**src/rtl/cond_unit_pkg.sv**
```systemverilog
// rtl/cond_unit_pkg.sv - shared condition codes and flag bit positions for cond_unit
package cond_unit_pkg;

  localparam logic [3:0] COND_EQ = 4'b0000;
  localparam logic [3:0] COND_NE = 4'b0001;
  localparam logic [3:0] COND_CS = 4'b0010;
  localparam logic [3:0] COND_CC = 4'b0011;
  localparam logic [3:0] COND_MI = 4'b0100;
  localparam logic [3:0] COND_PL = 4'b0101;
  localparam logic [3:0] COND_VS = 4'b0110;
  localparam logic [3:0] COND_VC = 4'b0111;
  localparam logic [3:0] COND_HI = 4'b1000;
  localparam logic [3:0] COND_LS = 4'b1001;
  localparam logic [3:0] COND_GE = 4'b1010;
  localparam logic [3:0] COND_LT = 4'b1011;
  localparam logic [3:0] COND_GT = 4'b1100;
  localparam logic [3:0] COND_LE = 4'b1101;
  localparam logic [3:0] COND_AL = 4'b1110;
  localparam logic [3:0] COND_NV = 4'b1111;

  localparam int FLAG_N = 4;
  localparam int FLAG_Z = 3;
  localparam int FLAG_C = 2;
  localparam int FLAG_V = 1;
  localparam int FLAG_Q = 0;

  localparam int FW_NZ = 1;
  localparam int FW_CV = 0;

endpackage

```
**src/rtl/cond_unit_check.sv**
```systemverilog
// rtl/cond_unit_check.sv - combinational condition evaluator cond_check
// NZCV is ordered {N,Z,C,V}; the NV encoding is treated as unconditional.
module cond_check
  import cond_unit_pkg::*;
(
  input  logic [3:0] CondE,
  input  logic [3:0] NZCV,
  output logic       pass
);

  logic n, z, c, v;

  always_comb begin
    n = NZCV[3];
    z = NZCV[2];
    c = NZCV[1];
    v = NZCV[0];
    pass = 1'b1;
    case (CondE)
      COND_EQ: pass = z;
      COND_NE: pass = ~z;
      COND_CS: pass = c;
      COND_CC: pass = ~c;
      COND_MI: pass = n;
      COND_PL: pass = ~n;
      COND_VS: pass = v;
      COND_VC: pass = ~v;
      COND_HI: pass = c & ~z;
      COND_LS: pass = ~c | z;
      COND_GE: pass = (n == v);
      COND_LT: pass = (n != v);
      COND_GT: pass = ~z & (n == v);
      COND_LE: pass = z | (n != v);
      default: pass = 1'b1;
    endcase
  end

endmodule

```
**src/rtl/cond_unit.sv**
```systemverilog
// rtl/cond_unit.sv - execute-stage condition unit: flag registers, sticky Q, gated enables
module cond_unit
  import cond_unit_pkg::*;
#(
  parameter logic [3:0] NZCV_RESET = 4'b0000,
  parameter logic       Q_RESET    = 1'b0
) (
  input  logic       clk,
  input  logic       reset,
  input  logic       ValidE,
  input  logic       StallE,
  input  logic       FlushE,
  input  logic [3:0] CondE,
  input  logic [1:0] FlagWE,
  input  logic       QWriteE,
  input  logic       ClrQE,
  input  logic [4:0] ALUFlags,
  input  logic       RegWriteE,
  input  logic       MemWriteE,
  input  logic       PCSrcE,
  output logic       RegWriteGE,
  output logic       MemWriteGE,
  output logic       PCSrcGE,
  output logic       CondExE,
  output logic [4:0] FlagsOut
);

  logic [3:0] nzcv_q, nzcv_d;
  logic       q_q, q_d;
  logic       live, pass, upd;

  cond_check u_cond_check (
    .CondE (CondE),
    .NZCV  (nzcv_q),
    .pass  (pass)
  );

  // Condition uses only the registered flags; ALUFlags never bypass into it.
  always_comb begin
    live       = ValidE & ~FlushE & ~reset;
    CondExE    = live & pass;
    RegWriteGE = RegWriteE & CondExE;
    MemWriteGE = MemWriteE & CondExE;
    PCSrcGE    = PCSrcE & CondExE;
    upd        = CondExE & ~StallE;

    nzcv_d = nzcv_q;
    if (upd && FlagWE[FW_NZ]) begin
      nzcv_d[3] = ALUFlags[FLAG_N];
      nzcv_d[2] = ALUFlags[FLAG_Z];
    end
    if (upd && FlagWE[FW_CV]) begin
      nzcv_d[1] = ALUFlags[FLAG_C];
      nzcv_d[0] = ALUFlags[FLAG_V];
    end

    // Saturation set takes priority over an explicit clear in the same cycle.
    q_d = q_q;
    if (upd && QWriteE && ALUFlags[FLAG_Q]) begin
      q_d = 1'b1;
    end else if (upd && ClrQE) begin
      q_d = 1'b0;
    end
  end

  always_ff @(posedge clk) begin
    if (reset) begin
      nzcv_q <= NZCV_RESET;
      q_q    <= Q_RESET;
    end else begin
      nzcv_q <= nzcv_d;
      q_q    <= q_d;
    end
  end

  assign FlagsOut = {nzcv_q, q_q};

endmodule

```
**config.mk**
```make
export PLATFORM = sky130hd
export DESIGN_NAME = cond_unit
export DESIGN_NICKNAME = d
export VERILOG_FILES = /design/src/rtl/cond_unit_pkg.sv /design/src/rtl/cond_unit_check.sv /design/src/rtl/cond_unit.sv
export SDC_FILE = /design/constraint.sdc
export NUM_CORES = 1
export LEC_CHECK = 0
export CAP_MARGIN = 5
export CORE_MARGIN = 2
export CORE_UTILIZATION = 30
export CTS_BUF_LIST = sky130_fd_sc_hd__clkbuf_4 sky130_fd_sc_hd__clkbuf_8
export DETAILED_ROUTE_END_ITERATION = 16
export PLACE_DENSITY = 0.72
export SLEW_MARGIN = 20
export SYNTH_ARGS = -nofsm -noshare
export SYNTH_HDL_FRONTEND = slang
export SYNTH_SLANG_ARGS = --single-unit
```
**constraint.sdc**
```tcl
create_clock -name clk -period 2.4 [get_ports clk]
set_input_delay 0.6 -clock clk [delete_from_list [all_inputs] [get_ports clk]]
set_output_delay 0.6 -clock clk [all_outputs]
set_load 0.05 [all_outputs]
```
==> results.md <==
- Max Clock Freq: 380 MHz
- post-synth design cell area: 529 sq um
- Final period util: 1.10
- final routed wire length divided by cell count: 14.2 um
- antenna violations before repair: 0
- layout-stage area growth over the synthesis result: 106%
- clock transition at the registers of the reported paths: 40 ps
- worst-case reg-to-reg path depth: 6
- clock insertion delay at the later pin of the skew report: 250 ps
- effective utilization at floorplan: 0.313
- TritonCTS clock tree: built
- residual overflow from global routing: 0
- post-placement setup slack: -769 ps
- commonest register cell after synthesis: sky130_fd_sc_hd__dfxtp_1
- worst slew margin relative to its limit: 0.669
- count of buffers inserted at the top-level ports: 29
- mean area per synthesized cell: 9.45 sq um
- Inserted Clock Buffers: 3
- top post-synthesis cells by area: sky130_fd_sc_hd__dfxtp_1 19%, sky130_fd_sc_hd__mux2i_1 13%, sky130_fd_sc_hd__nand2b_1 11%
- via count of the first global-routing pass: 624
- startpoint of the lowest-slack register-to-register path: nzcv_q[3]
- final critical delay including setup and external delays: 2630 ps
- Iter 0 DRT Violations: 7
- FF-to-FF setup slack: 560 ps
- worst setup margin: -230 ps
- crit path launch: CondE[0]
- critical path arrival: 2030 ps
- hold violation count in the final report: 0
- Slew Viols, Final: 0
- setup repair after global routing missed its margin: yes
- # Max-Cap Violations: 0
- area share of the leading cell type in the synthesized netlist: 0.189
- number of diodes: 0
- first-pass iteration count of the detailed router: 4
- cell row count: 15
- post-placement cell count: 108
- final net count: 119
- overall die area: 2120 sq um
- maximum count of clock buffers along a single path: 2
- number of DRC violations after detailed routing: 0
- horizontal die dimension: 46 um
- Setup Crit Path Kind: primary input to output pin
- sinks on the clock net: 5
- DP HPWL: 1200 um
- share of the core filled with cells in the final layout: 0.645
- final setup vio count: 4
- r2r endpoint: nzcv_q[2]
- library cell with the largest summed area after synthesis: sky130_fd_sc_hd__dfxtp_1
- maximum level of the CTS H-tree: 1
- Power Dens Cells: 314 nW/um^2
- number of I/O pins: 30
- worst-margin pin slew: 495 ps
- number of hold buffers added after cts: 0
- wire length of the first global-routing pass: 2530 um
- Core Footprint: 1690 sq um
- run status: finished with violations
- required time at the endpoint of the critical path: 1800 ps
- fraction of final layout cells sized beyond drive strength 1: 0.412
- number of vias in the routed layout: 597
- distinct cell type count of the synthesized netlist: 28
- IR drop worst, VDD: 0.278 mV
- Final GP Congestion: 0.792
- final cell count without fillers: 114
- peak fanout along the critical path: 4
- CP Capture Point: MemWriteGE
- Leakage: 0.402 nW
- antenna-violating nets left: 0
- Tot GR Track Use: 0.172
- net count after synthesis: 77
- cell at the root of the clock tree: sky130_fd_sc_hd__clkbuf_4
- post-synthesis sequential area ratio: 0.189
- number of vias per cell after detailed routing: 5.24
- count of fill cells added during filler insertion: 138
- flip-flop and latch count after synthesis: 5
- number of standard cells after synthesis: 56
- number of warnings reported in the yosys synthesis log: 0
- number of flops mapped to enable cells by yosys: 0
- hold crit path type: flop to flop
- maximum number of pins on one net before global-route repair: 11
- CP Capture Type: output pin
- largest clock skew in the final design: 2.35 ps
- Detailed Route WL: 1610 um
- share of flip-flops with an asynchronous set or reset: 0
- Worst Setup Start Kind: primary input
- failing checks: setup timing
- total design power: 0.342 mW
- height of the chip: 46 um
## layout make-up
cell class	instances	area [sq um]	share of cell area
multi-input combinational	44	487	0.447
timing repair buffer	41	439	0.403
sequential	5	101	0.0930
clock buffer	4	30.0	0.0276
tap	17	21.3	0.0195
inverter	3	11.3	0.0103
## per-layer routing
metal / GRT usage / up-vias / routed length (um)
li1: - / 291 / -
met1: 0.171 / 284 / 632
met2: 0.319 / 18 / 873
met3: 0.0397 / 4 / 86
met4: 0.0971 / 0 / 21
met5: 0 / - / 0
## kinds of logic after synthesis
logic type,Yosys count,share of synthesized area
xor+xnor,2,0.0331
mux,7,0.132
compound gates,9,0.225
buf+inv,7,0.0804
simple gates,26,0.340
flops,5,0.189
## report_power, final
part	switching, mW	total (mW)	internal, mW
Combinational	0.0628	0.144	0.0809
Sequential	0.00186	0.0866	0.0847
Clock	0.0378	0.112	0.0743
Total	0.102	0.342	0.240
## worst min path at each step
stage | startpoint | depth (start not counted) | to | slack [ps]
2_1_floorplan | q_q | 2 | q_q | 460
5_1_grt | q_q | 2 | q_q | 530
4_1_cts | q_q | 2 | q_q | 490
6_report | q_q | 2 | q_q | 490
3_5_place_dp | q_q | 2 | q_q | 480
3_3_place_gp | q_q | 2 | q_q | 480
## per-stage QoR
step                      hold WS, ps  TNS [ps]  instance area [sq um]
after CTS                         491      -601                   1060
after global routing              531      -824                   1090
after global placement            476     -4050                    982
final                             486      -723                   1090
after floorplan                   463     -1230                    591
after detailed placement          478     -4410                    982
## registers in the layout (all words and copies together) (netlist names)
signal / flops
nzcv_q: 4
q_q: 1
## worst max-delay path, stage by stage
cell	delay (ps)
sky130_fd_sc_hd__buf_8	100
sky130_fd_sc_hd__nor4b_4	310
sky130_fd_sc_hd__nand3b_1	120
sky130_fd_sc_hd__o2111a_2	170
sky130_fd_sc_hd__and2_4	200
sky130_fd_sc_hd__nor4b_4	330
sky130_fd_sc_hd__buf_12	180
## placed cells by master, fill, tap and decap left out, types with 3 or more instances in the layout
cell type	instances
sky130_fd_sc_hd__buf_12	5
sky130_fd_sc_hd__inv_1	3
sky130_fd_sc_hd__buf_6	3
sky130_fd_sc_hd__dfxtp_1	4
sky130_fd_sc_hd__clkdlybuf4s50_1	21
sky130_fd_sc_hd__clkbuf_4	4
sky130_fd_sc_hd__mux2i_1	7
sky130_fd_sc_hd__nor4b_4	4
sky130_fd_sc_hd__buf_4	10
sky130_fd_sc_hd__nand2b_1	9
## synth_stat cells (2+ instances only)
cell type and instances:
sky130_fd_sc_hd__a2111oi_4 2, sky130_fd_sc_hd__dfxtp_1 5, sky130_fd_sc_hd__inv_1 3, sky130_fd_sc_hd__mux2i_1 7
sky130_fd_sc_hd__nand2_1 2, sky130_fd_sc_hd__nand2b_1 9, sky130_fd_sc_hd__nand3_1 2, sky130_fd_sc_hd__nand3b_1 2
sky130_fd_sc_hd__nor3_1 2, sky130_fd_sc_hd__nor4b_1 3, sky130_fd_sc_hd__or2b_1 2
## what timing repair did
item | in CTS | in global routing
setup endpoints to repair | 9 | 4
pin swaps | 10 | 3
setup buffers | 2 | 0
gates resized for setup | 30 | 5
Power figures use the tool's default switching activity.
